### config.mk
export PLATFORM = sky130hd
export DESIGN_NAME = ibex_simd_sat_stage
export DESIGN_NICKNAME = d
export VERILOG_FILES = /design/src/rtl/ibex_simd_sat_stage_pkg.sv /design/src/rtl/ibex_simd_sat_stage_lane_fix.sv /design/src/rtl/ibex_simd_sat_stage.sv
export SDC_FILE = /design/constraint.sdc
export NUM_CORES = 1
export LEC_CHECK = 0
export BUFFER_PORTS_ARGS = -buffer_cell sky130_fd_sc_hd__buf_2
export CORE_ASPECT_RATIO = 0.9
export CORE_MARGIN = 5
export CORE_UTILIZATION = 55
export DETAILED_ROUTE_END_ITERATION = 6
export PLACE_DENSITY = 0.86
export SLEW_MARGIN = 10
export SYNTH_ARGS = -nofsm -noshare
export SYNTH_HDL_FRONTEND = slang
export SYNTH_SLANG_ARGS = --single-unit
### constraint.sdc
create_clock -name clk_i -period 6.1 [get_ports clk_i]
set_clock_uncertainty 0.2 [all_clocks]
set_input_delay 1.525 -clock clk_i [delete_from_list [all_inputs] [get_ports clk_i]]
set_output_delay 1.525 -clock clk_i [all_outputs]
set_load 0.02 [all_outputs]
### src/rtl/ibex_simd_sat_stage_pkg.sv
// Shared types and decode helpers for the packed
// saturation / halving post-adder stage.
package ibex_simd_sat_stage_pkg;

  typedef enum logic [4:0] {
    ALU_ADD,
    ALU_SUB,
    ALU_XOR,
    ALU_KADD8,
    ALU_KSUB8,
    ALU_UKADD8,
    ALU_UKSUB8,
    ALU_RADD8,
    ALU_RSUB8,
    ALU_URADD8,
    ALU_URSUB8,
    ALU_KADD16,
    ALU_KSUB16,
    ALU_UKADD16,
    ALU_UKSUB16,
    ALU_RADD16,
    ALU_RSUB16,
    ALU_URADD16,
    ALU_URSUB16
  } alu_op_e;

  typedef enum logic [1:0] {
    AW_32,
    AW_16,
    AW_8
  } aluwidth_e;

  typedef enum logic [2:0] {
    FIX_NONE,
    FIX_SAT_S,
    FIX_SAT_U,
    FIX_HALVE_S,
    FIX_HALVE_U
  } simd_fix_e;

  localparam logic [7:0]  SAT8_MAX_S  = 8'h7F;
  localparam logic [7:0]  SAT8_MIN_S  = 8'h80;
  localparam logic [15:0] SAT16_MAX_S = 16'h7FFF;
  localparam logic [15:0] SAT16_MIN_S = 16'h8000;

  function automatic simd_fix_e op_to_simd_fix(
    alu_op_e op
  );
    simd_fix_e f;
    unique case (op)
      ALU_KADD8, ALU_KSUB8,
      ALU_KADD16, ALU_KSUB16:
        f = FIX_SAT_S;
      ALU_UKADD8, ALU_UKSUB8,
      ALU_UKADD16, ALU_UKSUB16:
        f = FIX_SAT_U;
      ALU_RADD8, ALU_RSUB8,
      ALU_RADD16, ALU_RSUB16:
        f = FIX_HALVE_S;
      ALU_URADD8, ALU_URSUB8,
      ALU_URADD16, ALU_URSUB16:
        f = FIX_HALVE_U;
      default:
        f = FIX_NONE;
    endcase
    return f;
  endfunction

  function automatic aluwidth_e op_to_width(
    alu_op_e op
  );
    aluwidth_e w;
    unique case (op)
      ALU_KADD8, ALU_KSUB8,
      ALU_UKADD8, ALU_UKSUB8,
      ALU_RADD8, ALU_RSUB8,
      ALU_URADD8, ALU_URSUB8:
        w = AW_8;
      ALU_KADD16, ALU_KSUB16,
      ALU_UKADD16, ALU_UKSUB16,
      ALU_RADD16, ALU_RSUB16,
      ALU_URADD16, ALU_URSUB16:
        w = AW_16;
      default:
        w = AW_32;
    endcase
    return w;
  endfunction

  function automatic logic op_is_sub(
    alu_op_e op
  );
    logic s;
    unique case (op)
      ALU_SUB,
      ALU_KSUB8, ALU_UKSUB8,
      ALU_RSUB8, ALU_URSUB8,
      ALU_KSUB16, ALU_UKSUB16,
      ALU_RSUB16, ALU_URSUB16:
        s = 1'b1;
      default:
        s = 1'b0;
    endcase
    return s;
  endfunction

endpackage

### src/rtl/ibex_simd_sat_stage_lane_fix.sv
// One packed lane: saturation or halving correction
// applied to a wrapped lane sum.
module ibex_simd_lane_fix
  import ibex_simd_sat_stage_pkg::*;
#(
  parameter int LaneW = 8
) (
  input  logic [LaneW-1:0] sum,
  input  logic             a_msb,
  input  logic             b_eff_msb,
  input  logic             carry,
  input  logic             sub,
  input  simd_fix_e        fix,
  output logic [LaneW-1:0] res,
  output logic             sat
);

  localparam logic [LaneW-1:0] MaxS =
    (LaneW == 8) ? LaneW'(SAT8_MAX_S)
                 : LaneW'(SAT16_MAX_S);
  localparam logic [LaneW-1:0] MinS =
    (LaneW == 8) ? LaneW'(SAT8_MIN_S)
                 : LaneW'(SAT16_MIN_S);

  logic sum_msb;
  logic ovf;
  logic s_sign;
  logic u_sign;

  assign sum_msb = sum[LaneW-1];
  assign ovf = (a_msb == b_eff_msb) &&
               (sum_msb != a_msb);
  assign s_sign = sum_msb ^ ovf;
  // bit above the lane for unsigned ops; set
  // means overflow on add, borrow on subtract
  assign u_sign = sub ? ~carry : carry;

  // clamp or halve depending on the lane mode
  always_comb begin
    res = sum;
    sat = 1'b0;
    unique case (fix)
      FIX_SAT_S: begin
        if (ovf) begin
          sat = 1'b1;
          res = a_msb ? MinS : MaxS;
        end
      end
      FIX_SAT_U: begin
        if (u_sign) begin
          sat = 1'b1;
          res = sub ? '0 : '1;
        end
      end
      FIX_HALVE_S:
        res = {s_sign, sum[LaneW-1:1]};
      FIX_HALVE_U:
        res = {u_sign, sum[LaneW-1:1]};
      default: ;
    endcase
  end

endmodule

### src/rtl/ibex_simd_sat_stage.sv
// Registered packed-SIMD post-adder stage with
// per-lane saturation/halving and sticky OV flag.
module ibex_simd_sat_stage
  import ibex_simd_sat_stage_pkg::*;
#(
  parameter bit SatEn = 1'b1
) (
  input  logic        clk_i,
  input  logic        rst_i,
  input  logic        in_valid_i,
  output logic        in_ready_o,
  input  alu_op_e     operator_i,
  input  logic [31:0] sum_i,
  input  logic [3:0]  lane_carry_i,
  input  logic [31:0] op_a_i,
  input  logic [31:0] op_b_i,
  input  logic        flush_i,
  output logic        out_valid_o,
  input  logic        out_ready_i,
  output logic [31:0] result_o,
  output logic [3:0]  lane_sat_o,
  input  logic        csr_we_i,
  input  logic        csr_wdata_i,
  output logic        ov_o
);

  simd_fix_e fix_raw;
  simd_fix_e fix;
  aluwidth_e width;
  logic      sub;

  logic [3:0][7:0]  r8;
  logic [3:0]       s8;
  logic [1:0][15:0] r16;
  logic [1:0]       s16;

  logic [31:0] res_d;
  logic [3:0]  sat_d;
  logic        accept;
  logic        ov_set;
  logic        unused_ok;

  assign fix_raw = op_to_simd_fix(operator_i);
  assign width   = op_to_width(operator_i);
  assign sub     = op_is_sub(operator_i);

  assign fix =
    (!SatEn && (fix_raw == FIX_SAT_S ||
                fix_raw == FIX_SAT_U))
      ? FIX_NONE : fix_raw;

  // only lane sign bits of the operands matter
  assign unused_ok = ^{op_a_i, op_b_i};

  for (genvar g = 0; g < 4; g++) begin : g_l8
    ibex_simd_lane_fix #(
      .LaneW (8)
    ) u_fix (
      .sum       (sum_i[8*g+:8]),
      .a_msb     (op_a_i[8*g+7]),
      .b_eff_msb (op_b_i[8*g+7] ^ sub),
      .carry     (lane_carry_i[g]),
      .sub       (sub),
      .fix       (fix),
      .res       (r8[g]),
      .sat       (s8[g])
    );
  end

  for (genvar g = 0; g < 2; g++) begin : g_l16
    ibex_simd_lane_fix #(
      .LaneW (16)
    ) u_fix (
      .sum       (sum_i[16*g+:16]),
      .a_msb     (op_a_i[16*g+15]),
      .b_eff_msb (op_b_i[16*g+15] ^ sub),
      .carry     (lane_carry_i[2*g+1]),
      .sub       (sub),
      .fix       (fix),
      .res       (r16[g]),
      .sat       (s16[g])
    );
  end

  // pick lane bank by operation width
  always_comb begin
    res_d = sum_i;
    sat_d = '0;
    unique case (width)
      AW_8: begin
        res_d = r8;
        sat_d = s8;
      end
      AW_16: begin
        res_d = r16;
        sat_d = {s16[1], s16[1],
                 s16[0], s16[0]};
      end
      default: ;
    endcase
  end

  assign in_ready_o = !out_valid_o || out_ready_i;
  assign accept = in_valid_i && in_ready_o &&
                  !flush_i;
  assign ov_set = out_valid_o && out_ready_i &&
                  !flush_i && |lane_sat_o;

  // output register, handshake and sticky OV
  always_ff @(posedge clk_i) begin
    if (rst_i) begin
      out_valid_o <= 1'b0;
      result_o    <= '0;
      lane_sat_o  <= '0;
      ov_o        <= 1'b0;
    end else begin
      if (flush_i) begin
        out_valid_o <= 1'b0;
      end else if (in_ready_o) begin
        out_valid_o <= in_valid_i;
      end
      if (accept) begin
        result_o   <= res_d;
        lane_sat_o <= sat_d;
      end
      ov_o <= (csr_we_i ? csr_wdata_i : ov_o) |
              ov_set;
    end
  end

endmodule

==> out/results.ini <==
[synth]
synth_compound_area_share_pct = 41.7
synth_top_family_by_area = compound AO/OA/AOI/OAI gates
ys_ff_latch = 38
ys_types = 78
ys_seq_area_share_pct = 19.0
yosys.area_share.adder_pct = 6.96
ys_top_cells_by_area = dfxtp_1, a21oi_1, o21ai_0, nor2_1, maj3_1
yosysMostFrequentCell = nor2_1
synthesis.instances = 564
synth.net_count = 683
synth_xor_area_share_pct = 1.31
synth_area_um2 = 4010
synth_simple_gate_area_share_pct = 23.1
synth_area_per_cell_um2 = 7.11
synth_common_cells = nor2_1, a21oi_1, o21ai_0
synth_area_leader_cell = dfxtp_1
synth-main-ff-cell = dfxtp_1
synth_top_area_share_pct = 19.0
ys_async_sr_fraction_pct = 0
synth_edf_count = 0
yosys-mux-area-fraction_pct = 0.749
yosys_warnings = 0

[timing]
fin_crit_sh_pct = 77.0
finalSetupViolCount = 0
worst_pin_slew_ns = 1.07
fin_ws_ns = 1.40
drv_slew = 0
setup_tns_ns = 0
finalHoldViolCount = 0
min_period_ns = 4.70
rsz0062_at_grt = no
maxSlewHeadroom_pct = 28.7
max_clock_freq_ghz = 0.213

[grt]
grt_overflow = 0
grt_usage_pct = 27.9
grt_pass1_vias = 4494
grt_antenna_before_repair = 0
grt_max_degree = 52
grt_pass1_wl_um = 21400

[routing]
drt-vias-per-instance = 6.84
drc = 0
first_iter_violations = 535
drtPass1Iterations = 6
routedWlPerCell_um = 18.3
routed_wirelength_um = 13200
ant_nets = 0
vias = 4920

[floorplan]
pin_count = 151
num_rows = 29
floorplan.die_area_um2 = 9100
die_w_um = 100
fp.coreArea_um2 = 7080
initial_core_util_pct = 56.7
die_y_um = 91.0

[setup_path]
end_kind = flip-flop
crit_fanout = 24
critical_path_class = in2reg
startpoint_type = input port
cp.arrival_ns = 4.70
required_ns = 6.10
r2r_slack_ns = 3.67

[clock_tree]
cts_hold_buf = 0
cts_resized = 0
cts_buffers = 5
cts_post_setup_buffers_inserted = 0
cts_root_buffer = clkbuf_8
cts_tree = yes
path_clk_slew_ns = 0.09
cts_max_level = 2
cts_buffer_depth = 2
clkLatencyLatePin_ns = 0.29
cts.sinks = 38

[flow_run]
drv_cap = 0

[cells_and_area]
drive_above_1_share_pct = 20.4
layout.nets = 744
antenna_cells = 0
areaGrowthSynthToFinish_pct = 13.5

[status]
status = completed

[power]
peakVddDrop_mv = 0.153
power.density_nw_per_um2 = 194
p_leak_nw = 1.78

[place]
numPortBuffers = 94
pre_cts_slack_ns = 1.18
hpwl_um = 9490
routabilityCongestion = 0.959

[min_path]
hold_class = reg2reg

[final cells by class]
cell class / count / area [um2]
Multi-Input combinational cell: 461 / 2960
Inverter: 22 / 82.6
Sequential cell: 38 / 761
Tap cell: 93 / 116
Timing Repair Buffer: 97 / 493
Clock buffer: 5 / 68.8
Clock inverter: 3 / 68.8
Fill cell: 657 / 2530
[layout by cell type, fill, tap and decap left out, drive strengths merged, types with 5 or more instances in the layout]
| master | synthesis | layout |
|---|---|---|
| a311oi | 9 | 9 |
| a22oi | 6 | 6 |
| clkbuf | 29 | 5 |
| nor2 | 59 | 59 |
| or2 | 5 | 5 |
| o22ai | 12 | 12 |
| o221ai | 7 | 7 |
| a211oi | 19 | 19 |
| nand3 | 17 | 17 |
| nor4 | 7 | 7 |
| buf | 14 | 97 |
| o211ai | 6 | 6 |
| nand2 | 36 | 36 |
| ha | 7 | 7 |
| nor3 | 25 | 25 |
| dfxtp | 38 | 38 |
| maj3 | 19 | 19 |
| a31oi | 9 | 9 |
| o21ai | 53 | 53 |
| a221oi | 16 | 16 |
| inv | 22 | 22 |
| a21oi | 57 | 57 |
| nand2b | 5 | 5 |
| o32ai | 7 | 7 |
[layer usage]
layer  vias to the layer above  GRT usage [%]  wire length [um]
li1                       2299              -                 -
met1                      2274           36.4              5300
met2                       305           45.1              6130
met3                        42           4.75              1400
met4                         0           12.1               359
met5                         -              0                 0
[cell families after synthesis]
logic type,count (synthesis)
flip-flops,38
AO/OA/AOI/OAI,243
buffers and inverters,65
adder cells (fa/ha/maj),26
AND/OR/NAND/NOR,183
multiplexers,3
XOR/XNOR,6
[critical path: stages]
cell and delay (ns):
buf_2 0.17, ha_1 0.23, nor2_1 0.20, xnor2_1 0.14, nand2b_1 0.09, ha_1 0.74
inv_1 0.54, nand2_1 0.49, o21ai_0 0.15, nor2_1 0.11, a21oi_1 0.06, a211oi_1 0.24
[registers in the layout (all words and copies together), names as in the netlist]
name	flops
out_valid_o	1
result_o	32
lane_sat_o	4
ov_o	1
[worst paths after layout]
path | startpoint | endpoint | cells past startpoint
worst max-delay path | operator_i[0] | result_o[28] | 12
worst min-delay path | result_o[0] | result_o[0] | 1
worst max register to register | out_valid_o | result_o[6] | 6
worst min register to register | result_o[0] | result_o[0] | 1
[metrics by stage]
step	std cells	utilization (%)	total power [mW]	hold WS (ns)	area (um2)
floorplan	564	-	0.516	0.342	4010
finish	719	64.3	0.881	0.270	4550
global route	719	64.3	0.922	0.289	4550
global placement	711	62.4	0.600	0.242	4410
CTS	719	64.3	0.872	0.273	4550
detailed placement	711	62.4	0.610	0.257	4410
[report_power, final]
| part | internal, mW | switching (mW) | total (mW) |
|---|---|---|---|
| clock | 0.164 | 0.103 | 0.267 |
| sequential | 0.263 | 0.00882 | 0.272 |
| combinational | 0.114 | 0.228 | 0.342 |
| total | 0.541 | 0.340 | 0.881 |
(Power assumes the default switching activity.)
